File: src/rtl/fetch_pkg.sv
// Shared types and constants for the RV32I instruction-fetch stage.
// Imported by the fetch queue and its prefetch FIFO.
package fetch_pkg;

  localparam int unsigned FETCH_XLEN = 32;
  localparam logic [FETCH_XLEN-1:0] NOP_INSTR = 32'h0000_0013;

  typedef struct packed {
    logic [FETCH_XLEN-1:0] pc;
    logic [FETCH_XLEN-1:0] instr;
  } fetch_entry_t;

  // Width of a counter that must hold every value from 0 to depth inclusive.
  function automatic int unsigned cnt_width(input int unsigned depth);
    return $clog2(depth + 1);
  endfunction

endpackage

File: src/rtl/fetch_fifo.sv
// Generic synchronous show-ahead FIFO: head is valid whenever count is non-zero.
// clear empties the FIFO and wins over a same-cycle push or pop.
module fetch_fifo import fetch_pkg::*; #(
  parameter int unsigned DEPTH   = 4,
  parameter type         entry_t = fetch_entry_t,
  parameter int unsigned CW      = cnt_width(DEPTH)
) (
  input  logic          clk,
  input  logic          reset,
  input  logic          clear,
  input  logic          push,
  input  entry_t        push_data,
  input  logic          pop,
  output entry_t        head,
  output logic          empty,
  output logic          full,
  output logic [CW-1:0] count
);

  localparam int unsigned AW = $clog2(DEPTH);

  entry_t        mem_q [DEPTH];
  logic [AW-1:0] wr_ptr_q, wr_ptr_d;
  logic [AW-1:0] rd_ptr_q, rd_ptr_d;
  logic [CW-1:0] count_q, count_d;
  logic          do_push, do_pop;

  assign empty = (count_q == '0);
  assign full  = (count_q == CW'(DEPTH));
  assign head  = mem_q[rd_ptr_q];
  assign count = count_q;

  // A push into a full FIFO is only taken when the head leaves in the same cycle.
  assign do_pop  = pop && !empty;
  assign do_push = push && (!full || do_pop) && !clear;

  always_comb begin
    // NOTE: every output of a combinational block gets a default first, so no path leaves it unassigned and no latch is inferred.
    wr_ptr_d = wr_ptr_q;
    rd_ptr_d = rd_ptr_q;
    count_d  = count_q;
    if (clear) begin
      wr_ptr_d = '0;
      rd_ptr_d = '0;
      count_d  = '0;
    end else begin
      if (do_push) wr_ptr_d = wr_ptr_q + AW'(1);
      if (do_pop)  rd_ptr_d = rd_ptr_q + AW'(1);
      count_d = count_q + CW'(do_push) - CW'(do_pop);
    end
  end

  always_ff @(posedge clk) begin
    // NOTE: state registers use non-blocking assignments so every flop samples pre-edge values regardless of statement order.
    if (reset) begin
      wr_ptr_q <= '0;
      rd_ptr_q <= '0;
      count_q  <= '0;
    end else begin
      wr_ptr_q <= wr_ptr_d;
      rd_ptr_q <= rd_ptr_d;
      count_q  <= count_d;
    end
  end

  // NOTE: the storage array is deliberately not reset; the count gates every read, so stale contents are never observed.
  always_ff @(posedge clk) begin
    if (do_push) mem_q[wr_ptr_q] <= push_data;
  end

endmodule

File: src/rtl/fetch_queue.sv
// RV32I fetch stage: owns the PC, issues credit-limited pipelined memory requests,
// buffers in-order responses with their PC and flushes on a redirect.
module fetch_queue import fetch_pkg::*; #(
  parameter int unsigned     XLEN     = 32,
  parameter int unsigned     DEPTH    = 4,
  parameter logic [XLEN-1:0] RESET_PC = 32'h0000_0000
) (
  input  logic            clk,
  input  logic            reset,
  output logic            instr_mem_req_o,
  output logic [XLEN-1:0] instr_mem_addr_o,
  input  logic            instr_mem_gnt_i,
  input  logic            instr_mem_rvalid_i,
  input  logic [XLEN-1:0] instr_mem_rd_data_i,
  input  logic            redirect_i,
  input  logic [XLEN-1:0] redirect_pc_i,
  output logic            instr_valid_o,
  output logic [XLEN-1:0] instr_o,
  output logic [XLEN-1:0] instr_pc_o,
  input  logic            instr_ready_i
);

  localparam int unsigned   CW        = cnt_width(DEPTH);
  localparam logic [CW:0]   DEPTH_LIM = (CW + 1)'(DEPTH);
  localparam logic [XLEN-1:0] PC_STEP = XLEN'(4);

  logic [XLEN-1:0] fetch_pc_q, fetch_pc_d;
  logic [XLEN-1:0] resp_pc_q, resp_pc_d;
  logic [CW-1:0]   outstanding_q, outstanding_d;
  logic [CW-1:0]   drop_cnt_q, drop_cnt_d;

  logic [CW:0]     credit_used;
  logic [XLEN-1:0] redirect_pc_aligned;
  logic            req, fire, rsp_ok, push, pop;
  logic [CW-1:0]   fifo_count;
  logic            fifo_empty, fifo_full;
  fetch_entry_t    push_entry, head_entry;

  // Requests in flight plus buffered entries never exceed DEPTH, so every response has a slot.
  assign credit_used         = {1'b0, outstanding_q} + {1'b0, fifo_count};
  assign req                 = !reset && !redirect_i && (credit_used < DEPTH_LIM);
  assign fire                = req && instr_mem_gnt_i;
  assign rsp_ok              = instr_mem_rvalid_i && (outstanding_q != '0);
  assign redirect_pc_aligned = {redirect_pc_i[XLEN-1:2], 2'b00};

  always_comb begin
    fetch_pc_d    = fetch_pc_q;
    resp_pc_d     = resp_pc_q;
    drop_cnt_d    = drop_cnt_q;
    push          = 1'b0;
    outstanding_d = outstanding_q + CW'(fire) - CW'(rsp_ok);
    if (redirect_i) begin
      fetch_pc_d = redirect_pc_aligned;
      resp_pc_d  = redirect_pc_aligned;
      // Everything still in flight belongs to the old path; a response landing now is already gone.
      drop_cnt_d = outstanding_q - CW'(rsp_ok);
    end else begin
      if (fire) fetch_pc_d = fetch_pc_q + PC_STEP;
      if (rsp_ok) begin
        if (drop_cnt_q != '0) begin
          drop_cnt_d = drop_cnt_q - CW'(1);
        end else begin
          push      = 1'b1;
          resp_pc_d = resp_pc_q + PC_STEP;
        end
      end
    end
  end

  assign pop = !fifo_empty && instr_ready_i && !redirect_i;

  always_comb begin
    push_entry       = '0;
    push_entry.pc    = resp_pc_q;
    push_entry.instr = instr_mem_rd_data_i;
  end

  fetch_fifo #(
    .DEPTH   (DEPTH),
    .entry_t (fetch_entry_t),
    .CW      (CW)
  ) u_fifo (
    .clk       (clk),
    .reset     (reset),
    .clear     (redirect_i),
    .push      (push),
    .push_data (push_entry),
    .pop       (pop),
    .head      (head_entry),
    .empty     (fifo_empty),
    .full      (fifo_full),
    .count     (fifo_count)
  );

  always_ff @(posedge clk) begin
    if (reset) begin
      fetch_pc_q    <= RESET_PC;
      resp_pc_q     <= RESET_PC;
      outstanding_q <= '0;
      drop_cnt_q    <= '0;
    end else begin
      fetch_pc_q    <= fetch_pc_d;
      resp_pc_q     <= resp_pc_d;
      outstanding_q <= outstanding_d;
      drop_cnt_q    <= drop_cnt_d;
    end
  end

  assign instr_mem_req_o  = req;
  assign instr_mem_addr_o = fetch_pc_q;
  assign instr_valid_o    = !fifo_empty;
  // An empty queue presents a NOP at the reset PC rather than stale FIFO contents.
  assign instr_o          = fifo_empty ? NOP_INSTR : head_entry.instr;
  assign instr_pc_o       = fifo_empty ? RESET_PC  : head_entry.pc;

  logic unused_full;
  assign unused_full = fifo_full;

endmodule

File: config.mk
export PLATFORM = sky130hd
export DESIGN_NAME = fetch_queue
export DESIGN_NICKNAME = d
export VERILOG_FILES = /design/src/rtl/fetch_pkg.sv /design/src/rtl/fetch_fifo.sv /design/src/rtl/fetch_queue.sv
export SDC_FILE = /design/constraint.sdc
export NUM_CORES = 1
export LEC_CHECK = 0
export BUFFER_PORTS_ARGS = -buffer_cell sky130_fd_sc_hd__buf_4
export CAP_MARGIN = 30
export CELL_PAD_IN_SITES_DETAIL_PLACEMENT = 0
export CELL_PAD_IN_SITES_GLOBAL_PLACEMENT = 2
export CORE_UTILIZATION = 44
export CTS_CLUSTER_DIAMETER = 30
export CTS_CLUSTER_SIZE = 12
export DETAILED_ROUTE_END_ITERATION = 10
export PLACE_DENSITY_LB_ADDON = 0.1
export SYNTH_ARGS = -nofsm -noshare
export SYNTH_HDL_FRONTEND = slang
export SYNTH_SLANG_ARGS = --single-unit
File: constraint.sdc
create_clock -name clk -period 7 [get_ports clk]
set_clock_uncertainty 0.1 [all_clocks]
set_input_delay 0.35 -clock clk [delete_from_list [all_inputs] [get_ports clk]]
set_output_delay 0.35 -clock clk [all_outputs]
set_load 0.01 [all_outputs]
==> results of run 1 <==
per-layer routing:
metal | wire [um] | up-vias | track usage, %
met3 | 1652 | 36 | 4.049
met4 | 427 | 0 | 6.090
met2 | 14230 | 261 | 30.89
li1 | - | 4002 | -
met1 | 13860 | 4141 | 27.25
met5 | 0 | - | 0
placed cells by master, fill, tap and decap left out, types with 7 or more instances in the layout:
cell           Yosys  layout
ha_1              16      16
edfxtp_1         248     248
nor2b_1           64      64
nor2_1            54      54
a21oi_1           25      25
xnor2_1           14      14
inv_6              0       7
buf_4              5     170
nand2_1           51      51
clkbuf_16          0      70
nor3_1             8       7
a211oi_1          17      17
xor2_1            27      27
nand3_1           23      23
nand4_1           25      25
dlygate4sd3_1      0      45
clkinv_2           0      12
dfxtp_1           75      73
bufinv_16          0       9
a21boi_0           8       8
mux4_2            62      62
inv_1             28      27
o21ai_0           16      16
and3_1            11      11
clkbuf_1          37       9
a31oi_1           22      22
metrics by stage:
stage                     instance area [um^2]  hold WS [ns]  setup WS [ns]
final                                    18020       0.01040          3.644
after global routing                     18020       0.01325          3.394
after CTS                                18020      0.001129          3.547
after detailed placement                 15180        0.4154          3.565
after global placement                   15140        0.4089          3.566
after floorplan                          13580        0.3489          3.561
worst register-to-register path: stages, from the launching register on:
cell and delay (ns):
dfxtp_1 0.29, inv_1 0.10, ha_1 0.18, nor2b_1 0.19, and3_1 0.36, and3_1 0.38, and2_2 0.79, buf_4 0.59
cells in the mapped netlist (all sizes together) (5+ instances only):
library cell    n  area share (%)
o21ai          16            0.59
nand4          26             1.3
nor2b          64             3.0
nand2          51             1.4
xnor2          14            0.90
clkbuf         37             1.0
mux4           62              10
a31oi          22             1.0
a21oi          25            0.92
or2             5            0.23
inv            29            0.80
nor3           11            0.56
a21boi          8            0.44
edfxtp        248              55
xor2           27             1.7
mux2            5            0.41
a211oi         17            0.94
and3           11            0.51
nor2           54             1.5
and2            6            0.28
nor4            8            0.59
dfxtp          75              11
ha             16             1.5
nand3          24            0.92
buf            14            0.59
power breakdown:
| group | leakage (nW) | switching (W) | internal (W) |
|---|---|---|---|
| Combinational | 2.38 | 0.000222 | 0.000213 |
| Sequential | 2.87 | 0.0000662 | 0.00216 |
| Clock | 1.16 | 0.00105 | 0.00221 |
what timing repair did:
| item | CTS | global route |
|---|---|---|
| hold buffers | 45 | 0 |
| setup endpoints to repair | 0 | 0 |
| endpoints found under the hold margin | 144 | 0 |
worst min path at each step:
stage / to / slack [ns] / depth (start not counted)
6_report: instr_mem_addr_o[4]$_SDFFE_PP0P_ / 0.01 / 3
5_1_grt: instr_mem_addr_o[21]$_SDFFE_PP0P_ / 0.01 / 3
4_1_cts: instr_mem_addr_o[18]$_SDFFE_PP0P_ / 0.001 / 3
3_5_place_dp: instr_mem_addr_o[3]$_SDFFE_PP0P_ / 0.42 / 2
3_3_place_gp: instr_mem_addr_o[3]$_SDFFE_PP0P_ / 0.41 / 2
2_1_floorplan: u_fifo.mem_q[0][0]$_DFFE_PP_ / 0.35 / 0
registers in the layout, summed over array words and instances, names as in the netlist, named ones only:
signal and flops:
u_fifo.mem_q 248, instr_mem_addr_o 30, resp_pc_q 30, drop_cnt_q 3
outstanding_q 3, u_fifo.count 3, u_fifo.rd_ptr_q 2, u_fifo.wr_ptr_q 2
kinds of logic (layout without fill, tap and decap cells):
group | Yosys count | count (layout) | share of synthesized area [%]
XOR/XNOR | 41 | 41 | 2.646
other | 1 | 4 | 0.02763
AO/OA/AOI/OAI | 106 | 106 | 5.043
flip-flops | 323 | 323 | 65.94
buffers and inverters | 80 | 375 | 2.415
AND/OR/NAND/NOR | 279 | 279 | 11.31
adder cells (fa/ha/maj) | 18 | 18 | 1.770
multiplexers | 69 | 69 | 10.85
layout make-up:
class	instances	area, um^2
well taps	390	488.0
fillers	2369	11940
multi-input cells	517	4317
flip-flops and latches	323	8954
inverters	29	108.9
clock buffers	81	1813
clock inverters	48	573.1
repair buffers	217	1765
==> impl_metrics.yaml, run 1 <==
critical_path:
  required_ns: 7.07
  crit_buf_inv: 2
  path_cells: "inv_1 > ha_1 > nor2b_1 > and3_1 > and3_1 > and2_2 > buf_4"
  rr_worst_depth: 7
  worstReg2RegStart: "drop_cnt_q[0]$_SDFFE_PP0P_"
  rr_endpoint: "u_fifo.mem_q[1][22]$_DFFE_PP_"
  cp_slowest_stage_delay_ns: 0.79
  crit_end: "u_fifo.mem_q[1][22]$_DFFE_PP_"
  slowest_stage: "and2_2"
  reg2reg_slack_ns: 3.64
  cp_max_fo: 32
  cp_top_family: "simple AND/OR/NAND/NOR gates"
  arrival_ns: 3.43
  critPathKind: "reg2reg"
  critical_path_depth: 7
  crit_path_frequent_cell: "and3_1"
  crit_path_start: "drop_cnt_q[0]$_SDFFE_PP0P_"
  crit_path_end_kind: "flop"
  start_kind: "flop"
finish:
  final_cell_count_no_fill: 1605
  synthToLayoutAreaGrowth_pct: 32.76
  diodes: 0
  fin_util_pct: 60.15
  nNetsFinal: 1246
  layout-drive-gt1-share_pct: 30.95
timing:
  grt_setup_unrepaired: "false"
  drv_slew: 0
  relSlewSlack_pct: 37.25
  hold_violations: 0
  max_freq_mhz: 298.0
  fin_crit_ns: 3.356
  setup_viol: 0
  finalCritPeriodShare_pct: 47.95
  setup_tns_ns: 0
  tightestPinTransition_ns: 0.9413
yosys:
  syn_inst: 917
  synth_edf_count: 248
  synth.distinct_cells: 57
  yosys_warnings: 0
  synth_seq_cells: 323
  syn_area_per_cell_um2: 14.80
  syn_area_um2: 13570
  synthArstFlopShare_pct: 0
  synth_ff_type: "edfxtp_1"
  yosysSeqAreaShare_pct: 65.94
power_and_ir_drop:
  ir_drop_uv: 161.8
  leakage_nw: 6.420
  power_density_nw_per_um2: 328.4
  total_power_w: 0.005917
route:
  dr.pass1.iters: 4
  ant_nets: 0
  drc: 0
  wire_per_inst_um: 18.80
  drt_wl_total_mm: 30.18
  drtIter0Drc: 555
  via_per_inst: 5.259
  vias: 8440
grt:
  grt_pass1_wl_mm: 47.12
  grt_pass1_vias: 8508
  overflow: 0
  grt_util_all_layers_pct: 19.58
  grt_antenna_before_repair: 0
  grt_max_degree: 66
clocking:
  h-tree-depth: 3
  clkLatencyLatePin_ns: 0.55
  cts_made_buffers: 70
  cts_tree: "yes"
  clock-sinks: 323
  clk_pin_slew_ns: 0.05
  clock_path_buffers: 3
  post_cts_resize_count: 0
  postCtsSetupBuffers: 0
  root_buffer: "clkbuf_16"
placed_design:
  dp.final_hpwl_mm: 17.91
  port_buffers: 161
  gp_congestion: 0.7507
  dp_cells: 1431
floorplan:
  num_rows: 63
  coreArea_um2: 29950
  die_h_um: 177.6
  initial_core_util_pct: 45.31
  io_pins: 168
  dieWidth_um: 177.6
  die-area_um2: 31550
min_path:
  hp-start: "redirect_pc_i[4]"
  hold_class: "in2reg"
flow_run:
  maxCapViolCount: 0
status:
  status: "finished, final reports clean"
Note: power is estimated with default switching activity, not from simulation.
==> inputs of run 2 (changes only) <==
ABC_AREA = 1   (was not set)
CORE_UTILIZATION = 37   (was 44)
clock period = 3.4 ns   (was 7 ns; I/O delays follow)
==> run 2 against run 1 <==
Clock power is 130% higher. Critical path type is now reg2out. Total power increased by 120%. Highest routed layer unchanged. Utilization decreased by 9.0 points.
==> impl_metrics.yaml, run 2 <==
finish:
  final_cell_mix: "nor2_1 (342), nand2_1 (257), edfxtp_1 (248)"
  synthToLayoutAreaGrowth_pct: 35.67
  largest_register: "u_fifo.mem_q"
  largest_register_ffs: 248
  final_common_cell: "nor2_1"
  diodes: 0
  fillCellCount: 3615
  multi_input_area_um2: 4954
  fin_util_pct: 51.17
  ff_latch_area_um2: 8954
  nNetsFinal: 1924
  layout-drive-gt1-share_pct: 18.28
  final_cell_count_no_fill: 2416
yosys:
  synth_common_cells: "nor2_1 (346), nand2_1 (257), edfxtp_1 (248)"
  yosys_warnings: 0
  synth_most_common_cell: "nor2_1"
  synth_ff_type: "edfxtp_1"
  syn_inst: 1567
  yosysSeqAreaShare_pct: 61.11
  synth_edf_count: 248
  synth_top_area_share_pct: 50.85
  synth.area.top_cells: "edfxtp_1 (51%), dfxtp_1 (10%), nor2_1 (8.9%)"
  synth_seq_cells: 323
  syn_area_per_cell_um2: 9.345
  synth_largest_area_cell: "edfxtp_1"
  synthArstFlopShare_pct: 0
  synth.distinct_cells: 41
  syn_area_um2: 14640
timing:
  hold_violations: 0
  tightestPinTransition_ns: 0.8355
  relSlewSlack_pct: 44.30
  whs_ns: 0.02707
  fin_crit_ns: 2.730
  max_freq_mhz: 366.3
  grt_setup_unrepaired: "false"
  finalCritPeriodShare_pct: 80.29
  setup_viol: 0
  drv_slew: 0
  layout_setup_ws_ns: 0.6700
critical_path:
  slowest_stage: "o311ai_0"
  critical_path_depth: 4
  path_cells: "buf_4 > nor2_1 > o311ai_0 > buf_4"
  start_kind: "flop"
  cp_max_fo: 55
  arrival_ns: 2.46
  critPathKind: "reg2out"
  required_ns: 3.13
  cp_slowest_stage_delay_ns: 0.55
  crit_path_frequent_cell: "buf_4"
  rr_worst_depth: 10
  crit_path_end_kind: "output pin"
  cp_top_family: "buffers and inverters"
  crit_buf_inv: 2
clocking:
  clock-sinks: 323
  cts_tree: "yes"
  postCtsSetupBuffers: 0
  root_buffer: "clkbuf_16"
  clk_pin_slew_ns: 0.04
  h-tree-depth: 3
  clock_path_buffers: 3
  cts_made_buffers: 76
  clkLatencyLatePin_ns: 0.57
route:
  wire_per_inst_um: 17.44
  drtIter0Drc: 595
  drt_wl_total_mm: 42.12
  ant_nets: 0
  vias: 11560
  via_per_inst: 4.785
  drc: 0
  dr.pass1.iters: 5
floorplan:
  io_pins: 168
  die_h_um: 200.9
  dieWidth_um: 200.9
  num_rows: 72
  initial_core_util_pct: 37.72
  die-area_um2: 40380
  coreArea_um2: 38830
grt:
  grt_max_degree: 63
  grt_util_all_layers_pct: 21.04
  grt_antenna_before_repair: 0
  overflow: 0
  grt_pass1_vias: 11590
  grt_pass1_wl_mm: 65.36
power_and_ir_drop:
  total_power_w: 0.01297
  power_density_nw_per_um2: 652.7
  ir_drop_uv: 491.0
  leakage_nw: 7.663
status:
  status: "finished, final reports clean"
flow_run:
  maxCapViolCount: 0
placed_design:
  port_buffers: 161
  gp_congestion: 0.7903
  pre_cts_slack_ns: 0.9381
  dp.final_hpwl_mm: 26.43
  dp_cells: 2204
min_path:
  hold_class: "in2reg"
  min_path_cells: 5
==> run 2: cell count changes after synthesis, sizes merged, moves of 52 or more <==
| cell | before | now |
|---|---|---|
| nor2 | 54 | 361 |
| nand2 | 51 | 266 |
| o21ai | 16 | 164 |
| inv | 29 | 119 |
| a21oi | 25 | 112 |
| nor2b | 64 | 0 |
| mux4 | 62 | 0 |
| nand3 | 24 | 76 |
==> run 2: final cells by class <==
cell class / count / area share (%)
Clock buffer: 93 / 10.42
Clock inverter: 47 / 2.891
Inverter: 120 / 2.267
Multi-Input combinational cell: 1057 / 24.93
Sequential cell: 323 / 45.07
Tap cell: 518 / 3.262
Timing Repair Buffer: 258 / 11.16
==> run 2: per-stage QoR <==
step | setup TNS, ns | instance area [um^2]
floorplan | -229.39 | 14660
global placement | 0 | 16500
detailed placement | 0 | 16500
CTS | 0 | 19870
global route | 0 | 19870
finish | 0 | 19870
==> run 2: worst register-to-register path: stages (launching register included) <==
cell	delay, ns
dfxtp_1	0.36
ha_1	0.30
nand3_1	0.07
nand2_1	0.16
nor2_4	0.05
nand2_2	0.06
buf_4	0.30
nand2_1	0.34
nor2_1	0.18
a21oi_1	0.05
dlygate4sd3_1	0.55
==> run 2: report_power, final <==
part | internal (W) | switching (W)
clock network | 0.00515 | 0.00223
registers | 0.00443 | 0.000147
logic | 0.000417 | 0.000592
==> run 2: kinds of logic after synthesis <==
family	count (synthesis)	synth area share, %
and+or+nand+nor	723	20.45
DFF	323	61.11
AOI/OAI and AO/OA	297	10.48
buffers and inverters	190	5.391
adders and majority gates	18	1.640
xor gates and xnor gates	15	0.8972
other	1	0.02561
==> run 2: repair_timing <==
item                      CTS  global route
hold endpoints to repair  197             0
gates resized for setup     0             0
hold buffers               72             0
==> run 2: final timing paths <==
| check | from | endpoint | slack, ns |
|---|---|---|---|
| setup / recovery | flop | instr_o[0] | 0.67 |
| hold reg to reg | u_fifo.rd_ptr_q[1]$_SDFFE_PP0P_ | flop | 0.35 |
| hold / removal | redirect_pc_i[22] | instr_mem_addr_o[22]$_SDFFE_PP0P_ | 0.03 |
| setup reg to reg | u_fifo.count[1]$_SDFF_PP0_ | instr_mem_addr_o[3]$_SDFFE_PP0P_ | 0.76 |
==> run 2: metal layers <==
layer | wire (um) | up-vias | global-route usage [%]
met5 | 0 | - | 0
met4 | 1003 | 0 | 7.334
met3 | 1876 | 67 | 4.269
met2 | 20230 | 261 | 35.59
met1 | 19020 | 5409 | 26.69
li1 | - | 5823 | -
